**src/rtl/mem_wb_ctrl.sv**
```systemverilog
// EX->MEM->WB writeback controller: ALU results pass straight through, loads stall
// for the read latency, then write back lane-extracted, sign/zero-extended data.
// Optional variable-latency mode: define MEM_WB_VARLAT_EN (waits on mem_rvalid_i).
`ifndef MEM_READ
`define MEM_READ 1'b1
`endif

module mem_wb_ctrl #(
  parameter int XLEN     = 32,
  parameter int REG_W    = 5,
  parameter int LOAD_LAT = 1,
  parameter int OFF_W    = $clog2(XLEN/8)
) (
  input  logic             clk,
  input  logic             rst,
  input  logic             ex_valid,
  input  logic             ex_mem_ena,
  input  logic             mem_rw_i,
  input  logic [1:0]       ex_ld_size,
  input  logic             ex_ld_unsigned,
  input  logic [OFF_W-1:0] ex_addr_off,
  input  logic [REG_W-1:0] gprs_waddr_i,
  input  logic [XLEN-1:0]  gprs_wdata_i,
  input  logic [XLEN-1:0]  mem_rdata_i,
  input  logic             mem_rvalid_i,
  output logic [REG_W-1:0] gprs_waddr_o,
  output logic [XLEN-1:0]  gprs_wdata_o,
  output logic             stall
);

  localparam logic [0:0] IDLE = 1'b0;
  localparam logic [0:0] WAIT = 1'b1;

  // Handshake: stall=1 freezes EX, which keeps presenting the same instruction;
  // a load is accepted in IDLE and retires (stall=0, GPRS write) in the WB cycle,
  // during which the still-held EX load is ignored.
  logic [0:0]       state;
  logic [REG_W-1:0] rd_q;
  logic [1:0]       size_q;
  logic             uns_q;
  logic [OFF_W-1:0] lane_q;
  logic             load_req;
  logic             wb_now;

  assign load_req = ex_valid && ex_mem_ena && (mem_rw_i == `MEM_READ);

`ifdef MEM_WB_VARLAT_EN
  localparam int unused_lat = LOAD_LAT;
  assign wb_now = (state == WAIT) && mem_rvalid_i;
`else
  localparam int CNT_W = $clog2(LOAD_LAT+1);
  logic [CNT_W-1:0] cnt;
  logic unused_rvalid;
  assign unused_rvalid = mem_rvalid_i;
  assign wb_now = (state == WAIT) && (cnt == '0);
`endif

  // Lane extraction: shift the field down to bit 0, then mask and extend.
  logic [OFF_W+2:0] shamt;
  logic [XLEN-1:0]  sh;
  logic [XLEN-1:0]  mask;
  logic             msb;
  logic [XLEN-1:0]  ld_data;

  always_comb begin
    shamt = '0;
    mask  = '1;
    case (size_q)
      2'd0: begin
        shamt = {lane_q, 3'b000};
        mask  = XLEN'(8'hFF);
      end
      2'd1: begin
        shamt = {lane_q & ~OFF_W'(1), 3'b000};
        mask  = XLEN'(16'hFFFF);
      end
      2'd2: begin
        shamt = (XLEN == 64) ? {lane_q & ~OFF_W'(3), 3'b000} : '0;
        mask  = XLEN'(32'hFFFF_FFFF);
      end
      default: begin
        shamt = '0;
        mask  = '1;
      end
    endcase
    sh = mem_rdata_i >> shamt;
    case (size_q)
      2'd0:    msb = sh[7];
      2'd1:    msb = sh[15];
      2'd2:    msb = sh[31];
      default: msb = sh[XLEN-1];
    endcase
    ld_data = (sh & mask) | ((msb && !uns_q) ? ~mask : '0);
  end

  always_comb begin
    gprs_waddr_o = '0;
    gprs_wdata_o = '0;
    stall        = 1'b0;
    if (!rst) begin
      case (state)
        IDLE: begin
          if (ex_valid && !ex_mem_ena) begin
            gprs_waddr_o = gprs_waddr_i;
            gprs_wdata_o = gprs_wdata_i;
          end else if (load_req) begin
            stall = 1'b1;
          end
        end
        default: begin
          if (wb_now) begin
            gprs_waddr_o = rd_q;
            gprs_wdata_o = ld_data;
          end else begin
            stall = 1'b1;
          end
        end
      endcase
    end
  end

  always_ff @(posedge clk) begin
    if (rst) begin
      state  <= IDLE;
      rd_q   <= '0;
      size_q <= '0;
      uns_q  <= 1'b0;
      lane_q <= '0;
`ifndef MEM_WB_VARLAT_EN
      cnt    <= '0;
`endif
    end else begin
      case (state)
        IDLE: begin
          if (load_req) begin
            state  <= WAIT;
            rd_q   <= gprs_waddr_i;
            size_q <= ex_ld_size;
            uns_q  <= ex_ld_unsigned;
            lane_q <= ex_addr_off;
`ifndef MEM_WB_VARLAT_EN
            cnt    <= CNT_W'(LOAD_LAT-1);
`endif
          end
        end
        default: begin
          if (wb_now) begin
            state <= IDLE;
          end
`ifndef MEM_WB_VARLAT_EN
          else begin
            cnt <= cnt - CNT_W'(1);
          end
`endif
        end
      endcase
    end
  end

endmodule

```
**config.mk**
```make
export PLATFORM = sky130hd
export DESIGN_NAME = mem_wb_ctrl
export DESIGN_NICKNAME = d
export VERILOG_FILES = /design/src/rtl/mem_wb_ctrl.sv
export SDC_FILE = /design/constraint.sdc
export NUM_CORES = 1
export LEC_CHECK = 0
export ABC_AREA = 1
export BUFFER_PORTS_ARGS = -buffer_cell sky130_fd_sc_hd__buf_4
export CORE_MARGIN = 1
export CORE_UTILIZATION = 25
export DETAILED_ROUTE_END_ITERATION = 7
export SETUP_SLACK_MARGIN = 0.3
export SYNTH_ARGS = -nofsm -noshare
export SYNTH_HDL_FRONTEND = slang
export SYNTH_SLANG_ARGS = --single-unit
```
**constraint.sdc**
```tcl
create_clock -name clk -period 3.65 [get_ports clk]
set_input_delay 0.1825 -clock clk [delete_from_list [all_inputs] [get_ports clk]]
set_output_delay 0.1825 -clock clk [all_outputs]
set_load 0.02 [all_outputs]
```
==> impl_metrics.env <==
export IMPL_status="completed"
export IMPL_ys_seq_elements=12
export IMPL_grt_usage_pct=16.7
export IMPL_die_area_sq_um=7260
export IMPL_cts_hold_buf=0
export IMPL_ff2ff_setup_slack_ns=1.94
export IMPL_finalSetupViolCount=0
export IMPL_setup_tns_ns=0
export IMPL_crit_fanout=27
export IMPL_fillers=761
export IMPL_critPathLaunchType="register"
export IMPL_drtAntennaViolNets=0
export IMPL_ff2ff_path_depth=5
export IMPL_cts_setup_buffers=0
export IMPL_cts_htree_levels=1
export IMPL_initial_core_util_pct=26.5
export IMPL_cts_sinks=12
export IMPL_grt_pass1_wl_mm=9.92
export IMPL_setup_ws_ns=0.640
export IMPL_io_buffers=116
export IMPL_io_pins=118
export IMPL_hpwl_mm=4.83
export IMPL_drv_slew=0
export IMPL_wirelength_mm=6.28
export IMPL_path_class="reg2out"
export IMPL_cp_end_kind="primary output"
export IMPL_cts_root_buf="clkbuf_8"
export IMPL_syn_avg_cell_area_sq_um=5.65
export IMPL_timing_final_crit_share_pct=82.5
export IMPL_total_power_uw=527
export IMPL_drt_vias_per_instance=4.92
export IMPL_fmax_ghz=0.332
export IMPL_p_leak_nw=1.29
export IMPL_min_path_type="in2reg"
export IMPL_grt_pass1_vias=2190
export IMPL_worst_pin_slew_ns=0.652
export IMPL_rows=29
export IMPL_drtIter0Drc=90
export IMPL_nets=488
export IMPL_regArea_sq_um=240
export IMPL_hp_start="ex_ld_size[0]"
export IMPL_cp_required_ns=3.47
export IMPL_hold_end="size_q[0]"
export IMPL_n_antenna_cell=0
export IMPL_route_detailed_wl_per_inst_um=13.0
export IMPL_area_growth_pct=52.8
export IMPL_r2r_end="uns_q"
export IMPL_synth_nets=386
export IMPL_seq_area_frac_synth_pct=13.9
export IMPL_synth_cells=306
export IMPL_multi_input_area_sq_um=1240
export IMPL_holdPathStages=3
export IMPL_placed_cell_area_sq_um=2590
export IMPL_overflow=0
export IMPL_reg2reg_from="state"
export IMPL_numCtsBuffers=3
export IMPL_worstPathArrival_ns=2.83
export IMPL_die_h_um=85.2
export IMPL_clock_path_buffers=2
export IMPL_power_density_nw_per_um2=200
export IMPL_cap_viol_max_count=0
export IMPL_cts_resized=0
export IMPL_post_route_util_pct=40.5
export IMPL_placeableCoreArea_sq_um=6530
export IMPL_path_clk_slew_ns=0.05
export IMPL_dp_slack_ns=0.875
export IMPL_tritoncts="built"
export IMPL_clk_latency_ns=0.24
export IMPL_vdd_drop_max_v=0.000201
export IMPL_vias=2383
export IMPL_ys_types=26
export IMPL_drc=0
export IMPL_grt_max_degree=51
export IMPL_slew_limit_headroom_pct=56.4
export IMPL_rsz0062_at_grt="false"
export IMPL_dr_pass1_iters=4
export IMPL_fin_crit_ns=3.01
export IMPL_gp_congestion=0.899
export IMPL_yosysWarnings=0
export IMPL_hold_violations=0
export IMPL_antenna_found_initial=0
export IMPL_final_area_sq_um=2640
export IMPL_die_w_um=85.2
export IMPL_synthesis_area_sq_um=1730
export IMPL_drive_gt1_share_pct=38.6
export IMPL_fin_worst_skew_ns=0.00254
-- flip-flops by register name, indices dropped and copies added (netlist names) --
| signal | cells |
|---|---|
| state | 1 |
| cnt | 1 |
| size_q | 2 |
| lane_q | 2 |
| uns_q | 1 |
| rd_q | 5 |
-- cells in the final DEF, fill, tap and decap left out, drive strengths merged --
| cell | Yosys | final |
|---|---|---|
| clkbuf | 15 | 4 |
| nand4 | 1 | 1 |
| o21ai | 24 | 24 |
| o31ai | 2 | 2 |
| a211oi | 2 | 2 |
| buf | 7 | 119 |
| dfxtp | 12 | 12 |
| nand3 | 18 | 18 |
| nand2 | 103 | 103 |
| inv | 28 | 28 |
| o211ai | 13 | 13 |
| a22oi | 5 | 5 |
| a31oi | 4 | 4 |
| nor2 | 18 | 18 |
| a21oi | 53 | 53 |
| clkinv | 1 | 1 |
-- stage by stage --
| stage | cells | hold WS [ns] |
|---|---|---|
| finish | 484 | 0.205 |
| global route | 484 | 0.205 |
| CTS | 484 | 0.200 |
| detailed placement | 480 | 0.449 |
| global placement | 480 | 0.442 |
| floorplan | 306 | 0.327 |
-- cell families after synthesis --
family	Yosys count	synth area share, %
AO/OA/AOI/OAI	103	35.4
buffers and inverters	51	14.2
flip-flops	12	13.9
AND/OR/NAND/NOR	140	36.5
-- where the power goes --
part / switching (mW) / internal [mW] / total [mW]
sequential: 0.00510 / 0.136 / 0.141
clock: 0.0481 / 0.0952 / 0.143
combinational: 0.134 / 0.109 / 0.244
total: 0.188 / 0.340 / 0.527
-- routing by layer --
layer  GRT usage [%]  wire length, um  vias to the layer above  part of all wire (%)
li1                -                -                     1221                     -
met1            20.8             2660                     1066                    42
met2            30.3             3090                       86                    49
met3            2.04              435                       10                   6.9
met4            4.47               99                        0                   1.6
met5               0                0                        -                     0
-- how the worst max path moves through the flow --
stage               startpoint  slack (ns)          endpoint  depth (start not counted)
floorplan            size_q[1]        1.94  gprs_wdata_o[10]                          9
global placement     size_q[1]        0.96  gprs_wdata_o[18]                          9
detailed placement   size_q[1]        0.87  gprs_wdata_o[18]                          9
CTS                  size_q[1]        0.62  gprs_wdata_o[18]                          9
global route         size_q[1]        0.42  gprs_wdata_o[17]                          9
finish               size_q[1]        0.64  gprs_wdata_o[18]                          9
-- cells in the mapped netlist --
cell type / count / share of area (%)
nand2_1: 90 / 20
a21oi_1: 43 / 12
inv_1: 25 / 5.4
o21ai_0: 24 / 6.9
clkbuf_1: 15 / 3.3
nand3_1: 14 / 4.0
nor2_1: 14 / 3.0
o211ai_1: 13 / 5.6
dfxtp_1: 12 / 14
nand2_2: 12 / 4.3
a21oi_2: 10 / 5.1
a22oi_1: 5 / 2.2
a31oi_1: 4 / 1.4
buf_6: 4 / 2.6
nand3_2: 4 / 2.3
nor2_2: 3 / 1.1
a211oi_1: 2 / 0.87
buf_2: 2 / 0.58
inv_4: 2 / 0.72
o31ai_1: 2 / 0.87
buf_12: 1 / 1.2
clkinv_1: 1 / 0.22
inv_2: 1 / 0.22
nand2_4: 1 / 0.65
nand4_1: 1 / 0.36
nor2_8: 1 / 1.2
-- final cells by class --
class                           count  share of cell area (%)
Clock buffer                        4                    2.08
Inverter                           29                    4.31
Multi-Input combinational cell    243                    47.1
Sequential cell                    12                    9.09
Tap cell                           77                    3.64
Timing Repair Buffer              119                    33.8
-- critical path, cell delays in order (launching register included) --
cell	delay, ns
dfxtp_1	0.50
nor2_2	0.49
nand2_2	0.39
buf_4	0.33
o21ai_0	0.32
o21ai_0	0.13
inv_1	0.07
nand2_1	0.05
a21oi_1	0.14
buf_4	0.16
Power figures use the tool's default switching activity.
